### src/rtl/z80_irq_pkg.sv
// Shared defaults and types for the Z80 vblank interrupt controller.
package z80_irq_pkg;

    localparam logic [15:0] IRQ_EN_ADR_DEF = 16'hA800;
    localparam logic [15:0] WDOG_ADR_DEF   = 16'hA900;
    localparam int unsigned HOLD_CYC_DEF   = 512;
    localparam int unsigned WD_FRAMES_DEF  = 8;
    localparam int unsigned WD_PULSE_CYC   = 16;

    typedef enum logic {
        StIdle,
        StAssert
    } irq_state_e;

endpackage

### src/rtl/rise_det.sv
// Registered rising-edge detector; stays blind for the first clock after reset
// so a level already high at reset release is not taken as an edge.
module rise_det (
    input  logic clk,
    input  logic reset_n,
    input  logic sig,
    output logic rise
);

    logic prev_q;
    logic armed_q;

    always_ff @(posedge clk or negedge reset_n) begin
        if (!reset_n) begin
            prev_q  <= 1'b0;
            armed_q <= 1'b0;
        end else begin
            prev_q  <= sig;
            armed_q <= 1'b1;
        end
    end

    assign rise = sig & ~prev_q & armed_q;

endmodule

### src/rtl/z80_irq_ctrl.sv
// Vblank interrupt generator with CPU-writable enable latch.
// Optional vblank watchdog compiled in with Z80_IRQ_CTRL_WATCHDOG_EN.
module z80_irq_ctrl
    import z80_irq_pkg::*;
#(
    parameter logic [15:0] IRQ_EN_ADR = IRQ_EN_ADR_DEF,
    parameter logic [15:0] WDOG_ADR   = WDOG_ADR_DEF,
    parameter int unsigned HOLD_CYC   = HOLD_CYC_DEF,
    parameter int unsigned WD_FRAMES  = WD_FRAMES_DEF
) (
    input  logic        clk,
    input  logic        reset_n,
    input  logic        vblank,
    input  logic [15:0] adr,
    input  logic [7:0]  din,
    input  logic        wr,
    output logic        intreq,
    output logic        irq_en,
    output logic        wd_reset
);

    localparam int unsigned HoldW = $clog2(HOLD_CYC);
    localparam logic [HoldW-1:0] HoldInit = HoldW'(HOLD_CYC - 1);

    logic wstb;
    logic vb_rise;

    rise_det u_wr_det (
        .clk     (clk),
        .reset_n (reset_n),
        .sig     (wr),
        .rise    (wstb)
    );

    rise_det u_vb_det (
        .clk     (clk),
        .reset_n (reset_n),
        .sig     (vblank),
        .rise    (vb_rise)
    );

    logic en_wr;
    logic dis_wr;

    assign en_wr  = wstb && (adr == IRQ_EN_ADR);
    assign dis_wr = en_wr && !din[0];

    logic irq_en_q;

    always_ff @(posedge clk or negedge reset_n) begin
        if (!reset_n) begin
            irq_en_q <= 1'b0;
        end else if (en_wr) begin
            irq_en_q <= din[0];
        end
    end

    assign irq_en = irq_en_q;

    irq_state_e       state_q, state_d;
    logic [HoldW-1:0] hold_q, hold_d;

    always_ff @(posedge clk or negedge reset_n) begin
        if (!reset_n) begin
            state_q <= StIdle;
            hold_q  <= '0;
        end else begin
            state_q <= state_d;
            hold_q  <= hold_d;
        end
    end

    // irq_en_q is the pre-write value, so an enabling write in the rise cycle
    // cannot assert; a disabling write in that cycle blocks explicitly.
    always_comb begin
        state_d = state_q;
        hold_d  = hold_q;
        unique case (state_q)
            StIdle: begin
                if (vb_rise && irq_en_q && !dis_wr) begin
                    state_d = StAssert;
                    hold_d  = HoldInit;
                end
            end
            StAssert: begin
                if (dis_wr || (hold_q == '0)) begin
                    state_d = StIdle;
                    hold_d  = '0;
                end else begin
                    hold_d = hold_q - HoldW'(1);
                end
            end
            default: begin
                state_d = StIdle;
                hold_d  = '0;
            end
        endcase
    end

    assign intreq = (state_q == StAssert);

    logic unused_din;
    assign unused_din = ^din[7:1];

`ifdef Z80_IRQ_CTRL_WATCHDOG_EN
    localparam int unsigned WdW  = $clog2(WD_FRAMES + 1);
    localparam int unsigned TmrW = $clog2(WD_PULSE_CYC);

    logic            kick;
    logic [WdW-1:0]  wd_cnt_q, wd_cnt_d;
    logic [TmrW-1:0] wd_tmr_q, wd_tmr_d;
    logic            wd_act_q, wd_act_d;

    assign kick = wstb && (adr == WDOG_ADR);

    always_ff @(posedge clk or negedge reset_n) begin
        if (!reset_n) begin
            wd_cnt_q <= '0;
            wd_tmr_q <= '0;
            wd_act_q <= 1'b0;
        end else begin
            wd_cnt_q <= wd_cnt_d;
            wd_tmr_q <= wd_tmr_d;
            wd_act_q <= wd_act_d;
        end
    end

    always_comb begin
        wd_cnt_d = wd_cnt_q;
        wd_tmr_d = wd_tmr_q;
        wd_act_d = wd_act_q;
        if (wd_act_q) begin
            if (wd_tmr_q == '0) begin
                wd_act_d = 1'b0;
            end else begin
                wd_tmr_d = wd_tmr_q - TmrW'(1);
            end
        end
        // A kick wins over a vblank edge in the same cycle.
        if (kick) begin
            wd_cnt_d = '0;
        end else if (vb_rise) begin
            if (wd_cnt_q == WdW'(WD_FRAMES - 1)) begin
                wd_cnt_d = '0;
                wd_act_d = 1'b1;
                wd_tmr_d = TmrW'(WD_PULSE_CYC - 1);
            end else begin
                wd_cnt_d = wd_cnt_q + WdW'(1);
            end
        end
    end

    assign wd_reset = wd_act_q;
`else
    logic unused_wdog;
    assign unused_wdog = ^WDOG_ADR ^ (WD_FRAMES == 0);
    assign wd_reset    = 1'b0;
`endif

endmodule

### config.mk
export PLATFORM = sky130hd
export DESIGN_NAME = z80_irq_ctrl
export DESIGN_NICKNAME = d
export VERILOG_FILES = /design/src/rtl/z80_irq_pkg.sv /design/src/rtl/rise_det.sv /design/src/rtl/z80_irq_ctrl.sv
export SDC_FILE = /design/constraint.sdc
export NUM_CORES = 1
export LEC_CHECK = 0
export BUFFER_PORTS_ARGS = -buffer_cell sky130_fd_sc_hd__buf_2
export CORE_MARGIN = 4
export CORE_UTILIZATION = 46
export CTS_CLUSTER_DIAMETER = 120
export CTS_CLUSTER_SIZE = 20
export DETAILED_ROUTE_END_ITERATION = 16
export GPL_TIMING_DRIVEN = 0
export PLACE_DENSITY = 0.76
export SYNTH_ARGS = -nofsm -noshare
export SYNTH_HDL_FRONTEND = slang
export SYNTH_SLANG_ARGS = --single-unit
### constraint.sdc
create_clock -name clk -period 2.3 [get_ports clk]
set_input_delay 0.46 -clock clk [delete_from_list [all_inputs] [get_ports clk]]
set_output_delay 0.46 -clock clk [all_outputs]
set_load 0.05 [all_outputs]
-- Word-level counts from Yosys, hierarchy flattened
Index checks and enable logic that the tools add are counted.
- bits in registers: 14
- latch bits: 0
- memory bits (writable): 0
- bits in read-only memories: 0
- bits of input ports: 28
- output and inout port bits: 3
- logic and storage cells: 30
- memories kept: 0
- add/subtract/negate cells: 1
- multiply operators: 0
- div/mod/pow operators: 0
- $lt $le $gt $ge: 0
- equality and inequality tests: 2
- shift operators: 0
- muxes and demuxes: 6
- bitwise gates (word level): 7
- reductions and logical operators: 8
- operators by type and width (operator ; number):
    $mux W9 ; 2
    $pmux W9 S2 ; 1
    $eq A16 B16 Y1 const B ; 1
    $logic_not A9 Y1 ; 1
    $sub A9 B1 Y9 const B ; 1
    $and A1 B1 Y1 ; 4
    $logic_and A1 B1 Y1 ; 4
    $not A1 Y1 ; 3
    $logic_not A1 Y1 ; 2
    $mux W1 ; 2
    $ne A2 B2 Y1 const B ; 1
    $pmux W1 S2 ; 1
    $logic_or A1 B1 Y1 ; 1

-- Depth between registers and ports, before layout
Gate-level depths: netlist (run 1).
- depth after elaboration: 9
- mapped depth: 7
- depth with buffers taken out: 7

-- Hierarchy
From an unflattened synthesis (run 1), not the netlist that was laid out.
- cell total of the unflattened synthesis: 84
- area, all modules: 790.8 µm²
- modules (own cells, without submodules) (module ; instances ; cells an instance ; area an instance (µm²) ; sequential area each (µm²)):
    z80_irq_ctrl ; 1 ; 76 ; 665.6 ; 275.3
    rise_det ; 2 ; 4 ; 62.6 ; 50.0

-- Least setup slack after synthesis (run 1)
Ideal clock, no wire load.
- kind: flip-flop to flip-flop
- from: register hold_q[0]
- to: register hold_q[6]
- setup time: 64 ps
- arrival: 1671 ps
- data required time: 2236 ps
- path slack: 565 ps
- cell stages (with the launch flop): 8
- path buffers: 0
- clock period less this slack: 1735 ps
- cell sequence: dfrtp_1 inv_1 ha_1 nor4b_1 nand2_1 or4_1 a21oi_1 a21o_1
- cells in the longest elaborated chain, start to end: 4
- elaborated cells between the ends (all ways): 5
- those cells by class: 1 x add/sub; 2 x mux; 2 x reduce/logical
- RTL lines (item ; RTL line ; RTL):
    start, declared ; z80_irq_ctrl.sv:61 ; logic [HoldW-1:0] hold_q, hold_d;
    start signal, assigned ; z80_irq_ctrl.sv:69 ; hold_q <= hold_d;
    branches (longest 2 deep; another with $sub A9 B1 Y9) ; -- ;
    $mux W9 (*) ; z80_irq_ctrl.sv:86 ; if (dis_wr || (hold_q == '0)) begin
    $pmux W9 S2 (*) ; z80_irq_ctrl.sv:78 ; unique case (state_q)
Mark *: on every way between the ends.
A chain may end at the register's enable or synchronous reset.

-- Final worst setup path (run 1)
Same ends and word-level chain as after synthesis.

==> results of run 1 <==
==> worst max-delay path: cells and delay by family (launching register included) <==
family | cells | cell delay (ps)
AND/OR/NAND/NOR | 3 | 950
flip-flops | 1 | 420
AO/OA/AOI/OAI | 2 | 270
adder cells (fa/ha/maj) | 1 | 190
buffers and inverters | 1 | 90
==> state kept, by name, summed over array words and instances, names as in the netlist <==
| name | count |
|---|---|
| hold_q | 9 |
| intreq | 1 |
| irq_en | 1 |
| u_vb_det.armed_q | 1 |
| u_vb_det.prev_q | 1 |
| u_wr_det.prev_q | 1 |
==> final cells by class <==
cell class              count  area share, %
multi-input cells          60           41.1
flip-flops and latches     14           37.0
repair buffers             22           11.6
clock buffers               4           3.83
plain buffers               3           2.77
well taps                  16           2.11
inverters                   4           1.59
==> Yosys cell counts (3+ instances only) <==
library cell  number
o2bb2ai_1          5
nor2_1             8
o21ai_0            5
dfrtp_1           14
nand2_1            6
o22ai_1            3
inv_1              4
o21a_1             4
nor3_1             3
==> stage by stage <==
stage	hold slack (ps)	util (%)	instances	cell area (um2)
6_report	54.3	60.8	123	947
5_1_grt	48.5	60.8	123	947
4_1_cts	56.6	60.8	123	947
3_5_place_dp	370	58.4	119	911
3_3_place_gp	370	58.4	119	911
2_1_floorplan	164	-	81	781
==> cell usage in the layout (no fill, tap or decap), drive strengths merged, types with 3 or more instances in the layout <==
cell | netlist | layout
o21a | 4 | 4
o2bb2ai | 5 | 5
o22ai | 3 | 3
nor4 | 3 | 3
nand2 | 6 | 6
buf | 3 | 25
inv | 4 | 4
nor3 | 3 | 3
clkbuf | 0 | 4
nor2 | 8 | 8
o21ai | 6 | 6
dfrtp | 14 | 14
==> final timing paths <==
path	end	start	slack [ps]	cells past startpoint
worst max-delay path	hold_q[6]	hold_q[0]	330	7
worst min-delay path	hold_q[1]	reset_n	50	1
worst max register to register	hold_q[6]	hold_q[0]	330	7
worst min register to register	hold_q[8]	hold_q[8]	550	1
max in group asynchronous	hold_q[6]	reset_n	2010	1
min in group clk	u_wr_det.prev_q	wr	290	1
==> power by group through the flow <==
stage	Clock (W)	Combinational (W)	Sequential [W]
after floorplan	0	0.0000521	0.000323
after global placement	0	0.0000768	0.000331
after detailed placement	0	0.0000804	0.000335
after CTS	0.000183	0.0000802	0.000330
after global routing	0.000198	0.0000893	0.000337
final	0.000176	0.0000792	0.000331
==> layer usage <==
layer  vias to the layer above  GRT usage [%]  wire length, um
li1                        351              -                -
met1                       336           16.1              665
met2                        22           27.0              842
met3                         4           6.42              134
met4                         0           12.8               45
met5                         -              0                0
==> kinds of logic (layout without fill, tap and decap cells) <==
group                      count (synthesis)  in the layout  share of synthesized area, %
buffers and inverters                      7             33                          5.29
adders and majority gates                  1              1                          1.60
AOI/OAI and AO/OA                         25             25                          22.4
and+or+nand+nor                           31             31                          23.4
muxes                                      1              1                          1.44
other                                      2              2                         0.962
DFF                                       14             14                          44.9
==> results.toml, run 1 <==
[outcome]
status = "finished, final reports clean"

[run]
drv_cap = 0

[grt]
overflow = 0
grt_pass1_vias = 715
grt_max_degree = 15
grt_pass1_wl_um = 2970
antenna_found_initial = 0
grt_usage_pct = 16.3

[clock_tree]
root_buffer = "clkbuf_4"
clock_path_buffers = 2
hold_buffers = 0
clk-insertion-delay-late_ps = 280
cts_tree = "built"
cts.sinks = 14
htree_levels = 1
cts_buffers = 3
cts.reportedPaths.clkPinSlew_ps = 80
cts_resized = 0
post_cts_buffers = 0

[synthesis]
yosys.area.top_type = "dfrtp_1"
netlist_area_um2 = 781
yosys_most_used_dff = "dfrtp_1"
seq_area_frac_synth_pct = 44.9
syn-num-nets = 110
synth_top_area_share_pct = 44.9
synthCells = 81
yosysWarningCount = 0
synth-seq-cells = 14
synth_cell_types = 31
synth_edf_count = 0
synthTopCellsByArea = "dfrtp_1 45%, o2bb2ai_1 5.6%, nor2_1 3.8%, o21a_1 3.8%, o21ai_0 3.2%"
synth.avg_cell_area_um2 = 9.64
ys_async_sr_fraction_pct = 100

[sta]
hold_viol_final = 0
layout_setup_ws_ps = 326
drv_slew = 0
setup_tns_ps = 0
skew_ps = 1.49
max_freq_mhz = 506
rsz0062_at_grt = "false"
setup_viol = 0
fin_crit_sh_pct = 85.8
post-route-min-period_ps = 1970

[floorplanning]
die_w_um = 49.2
rows = 14
die_h_um = 49.2
dieArea_mm2 = 0.00242
io_pins = 31
coreArea_mm2 = 0.00156
initial_utilization_pct = 50.1

[worst_setup_path]
slowest_stage = "dfrtp_1"
crit_type = "reg2reg"
worstPathCellList = "inv_1 -> ha_1 -> nor4b_1 -> nand2_1 -> or4_1 -> a21oi_1 -> a21o_1"
endpoint_kind = "register"
max_stage_delay_ps = 420
critPathArrivalTime_ps = 2200
cp-start-kind = "register"
cp_max_fo = 4
required_ps = 2530

[pwr]
p_switching_w = 0.000159
p_clk_share_pct = 30.1
switching_share_pct = 27.1
fin_total_pwr_w = 0.000587
combinationalPowerShare_pct = 13.5
peakVddDrop_v = 0.000485
p_int_w = 0.000428
leakage_nw = 0.435
seqPwrFrac_pct = 56.4
powerDensity_mw_per_mm2 = 620

[layout]
syn2layout_area_growth_pct = 21.3
seq_area_um2 = 350
diodes = 0
n_fill_cell = 145
drive_gt1_share_pct = 29.9
multi_input_area_um2 = 389
fin_nets = 137

[place]
place_congestion = 0.759
pre_cts_ws_ps = 341
dp_hpwl_um = 1290
placement.io_buffers = 22

[route]
wire_per_inst_um = 13.7
vias = 713
drt_drc_violations_left = 0
postRouteAntennaNets = 0
drt_first_pass_iters = 3
routed_wl_um = 1690
drt_iter0_drc = 1
viasPerCell = 5.80

[hold_path]
worstHoldPathType = "in2async"
No activity file was read; power rests on OpenSTA's default activity.
==> run 2: changes to the inputs <==
- PLACE_DENSITY: 0.76 -> 0.79
- SYNTH_HIERARCHICAL: not set -> 1
==> results.toml, run 2 <==
[place]
place_congestion = 0.831
place_area_um2 = 921
placement.io_buffers = 22
dp_hpwl_um = 1400
dp_cells = 122

[synthesis]
synth_cell_types = 31
yosysWarningCount = 6
synthCells = 84
syn-num-nets = 113
synthTopCellsByArea = "dfrtp_1 47%, o22ai_1 6.3%, a21oi_1 3.8%, nor3_1 3.2%, nand2_1 2.8%"
synth_common_cells = "15 x dfrtp_1, 8 x o22ai_1, 6 x a21oi_1, 6 x nand2_1, 6 x nor2_1"
synth_most_common_cell = "dfrtp_1"
yosys_most_used_dff = "dfrtp_1"
synth-seq-cells = 15
synth_top_area_share_pct = 47.5
ys_async_sr_fraction_pct = 100
synth_edf_count = 0
netlist_area_um2 = 791
seq_area_frac_synth_pct = 47.5
synth.avg_cell_area_um2 = 9.41
yosys.area.top_type = "dfrtp_1"

[clock_tree]
cts_tree = "built"
root_buffer = "clkbuf_4"
hold_buffers = 0
cts.reportedPaths.clkPinSlew_ps = 100
cts.sinks = 15
clk-insertion-delay-late_ps = 290
post_cts_buffers = 0
clock_path_buffers = 2
cts_buffers = 3
htree_levels = 1
cts_resized = 0

[grt]
grt_pass1_vias = 724
grt_pass1_wl_um = 3110
grt_usage_pct = 16.0
grt_max_degree = 16
antenna_found_initial = 0
overflow = 0

[layout]
final_cell_mix = "22 x buf_2, 15 x dfrtp_1, 8 x o22ai_1"
largest-register = "hold_q"
diodes = 0
layout_commonest_cell = "buf_2"
fin_area_um2 = 948
syn2layout_area_growth_pct = 19.9
layoutNonFillerInstCount = 126
drive_gt1_share_pct = 30.0
largest_register_ffs = 9
fin_nets = 140

[pwr]
powerDensity_mw_per_mm2 = 480
fin_total_pwr_w = 0.000455
peakVddDrop_v = 0.000295
leakage_nw = 0.420

[sta]
max_freq_mhz = 553
rsz0062_at_grt = "false"
setup_viol = 0
setup_tns_ps = 0
holdWs_ps = 51.8
worst_slew_margin_rel_pct = 53.9
skew_ps = 7.77
drv_slew = 0
hold_viol_final = 0
tightest_slew_ps = 687
fin_crit_sh_pct = 78.7
post-route-min-period_ps = 1810

[worst_setup_path]
cp_max_fo = 10
crit_type = "reg2reg"
worstPathCellList = "buf_6 -> or4b_4 -> or4b_1 -> nand2_1 -> o22ai_1"
slowest_stage = "or4b_1"
critPathArrivalTime_ps = 1950
required_ps = 2440
endpoint_kind = "register"
max_stage_delay_ps = 510
path_delay_family = "simple AND/OR/NAND/NOR gates"
cp-start-kind = "register"
critPathBufInv = 1

[route]
postRouteAntennaNets = 0
wire_per_inst_um = 14.3
drt_first_pass_iters = 4
vias = 739
routed_wl_um = 1810
drt_drc_violations_left = 0
drt_iter0_drc = 15
viasPerCell = 5.87

[floorplanning]
initial_utilization_pct = 50.7
dieArea_mm2 = 0.00245
io_pins = 31
rows = 14
die_h_um = 49.5
die_w_um = 49.5
coreArea_mm2 = 0.00156

[run]
drv_cap = 0

[outcome]
status = "finished, final reports clean"

[hold_path]
worstHoldPathType = "in2async"
## run 2: cell types whose count changed after synthesis, moves of 3 or more
cell       before  now
o21a_1          4    0
o2bb2ai_1       5    0
o22ai_1         3    8
a21oi_1         2    6
a31oi_1         0    3
## run 2: worst paths after layout
kind | from | endpoint | slack, ps | depth (start not counted)
max | intreq | hold_q[7] | 490 | 5
min | reset_n | intreq | 50 | 1
max reg2reg | intreq | hold_q[7] | 490 | 5
min reg2reg | irq_en | irq_en | 580 | 1
max in group asynchronous | reset_n | u_wr_det/armed_q | 2000 | 1
min in group clk | vblank | u_vb_det/prev_q | 280 | 1
## run 2: cell type report
class	count	area, um2
multi-input cells	61	374
well taps	16	20.0
plain buffers	3	22.5
clock buffers	3	22.5
inverters	5	18.8
clock inverters	1	5.00
flip-flops and latches	15	375
repair buffers	22	110
fillers	135	611
## run 2: report_power, final
| group | switching (W) | total [W] | internal, W |
|---|---|---|---|
| sequential | 0.00000109 | 0.000268 | 0.000267 |
| combinational | 0.0000164 | 0.0000320 | 0.0000157 |
| clock | 0.0000901 | 0.000155 | 0.0000647 |
| total | 0.000108 | 0.000455 | 0.000348 |
## run 2: per-layer routing
metal  vias up  part of all wire [%]  GRT usage (%)
met2        20                    55           29.0
met1       357                    38           19.3
met4         0                   1.0           5.53
li1        359                     -              -
met5         -                     0              0
met3         3                   5.0           2.11
## run 2: cell families (layout without fill, tap and decap cells)
family                     Yosys count  after routing  synth area share, %
and+or+nand+nor                     35             35                 27.4
AOI/OAI and AO/OA                   21             21                 15.5
DFF                                 15             15                 47.5
buffers and inverters                8             34                 5.22
other                                3              3                 1.42
adders and majority gates            1              1                 1.58
muxes                                1              1                 1.42
## run 2: metrics by stage
step                      utilization, %  setup slack, ps
after floorplan                        -              240
after global placement              59.1              328
after detailed placement            59.1              308
after CTS                           60.8              473
after global routing                60.8              391
final                               60.8              490
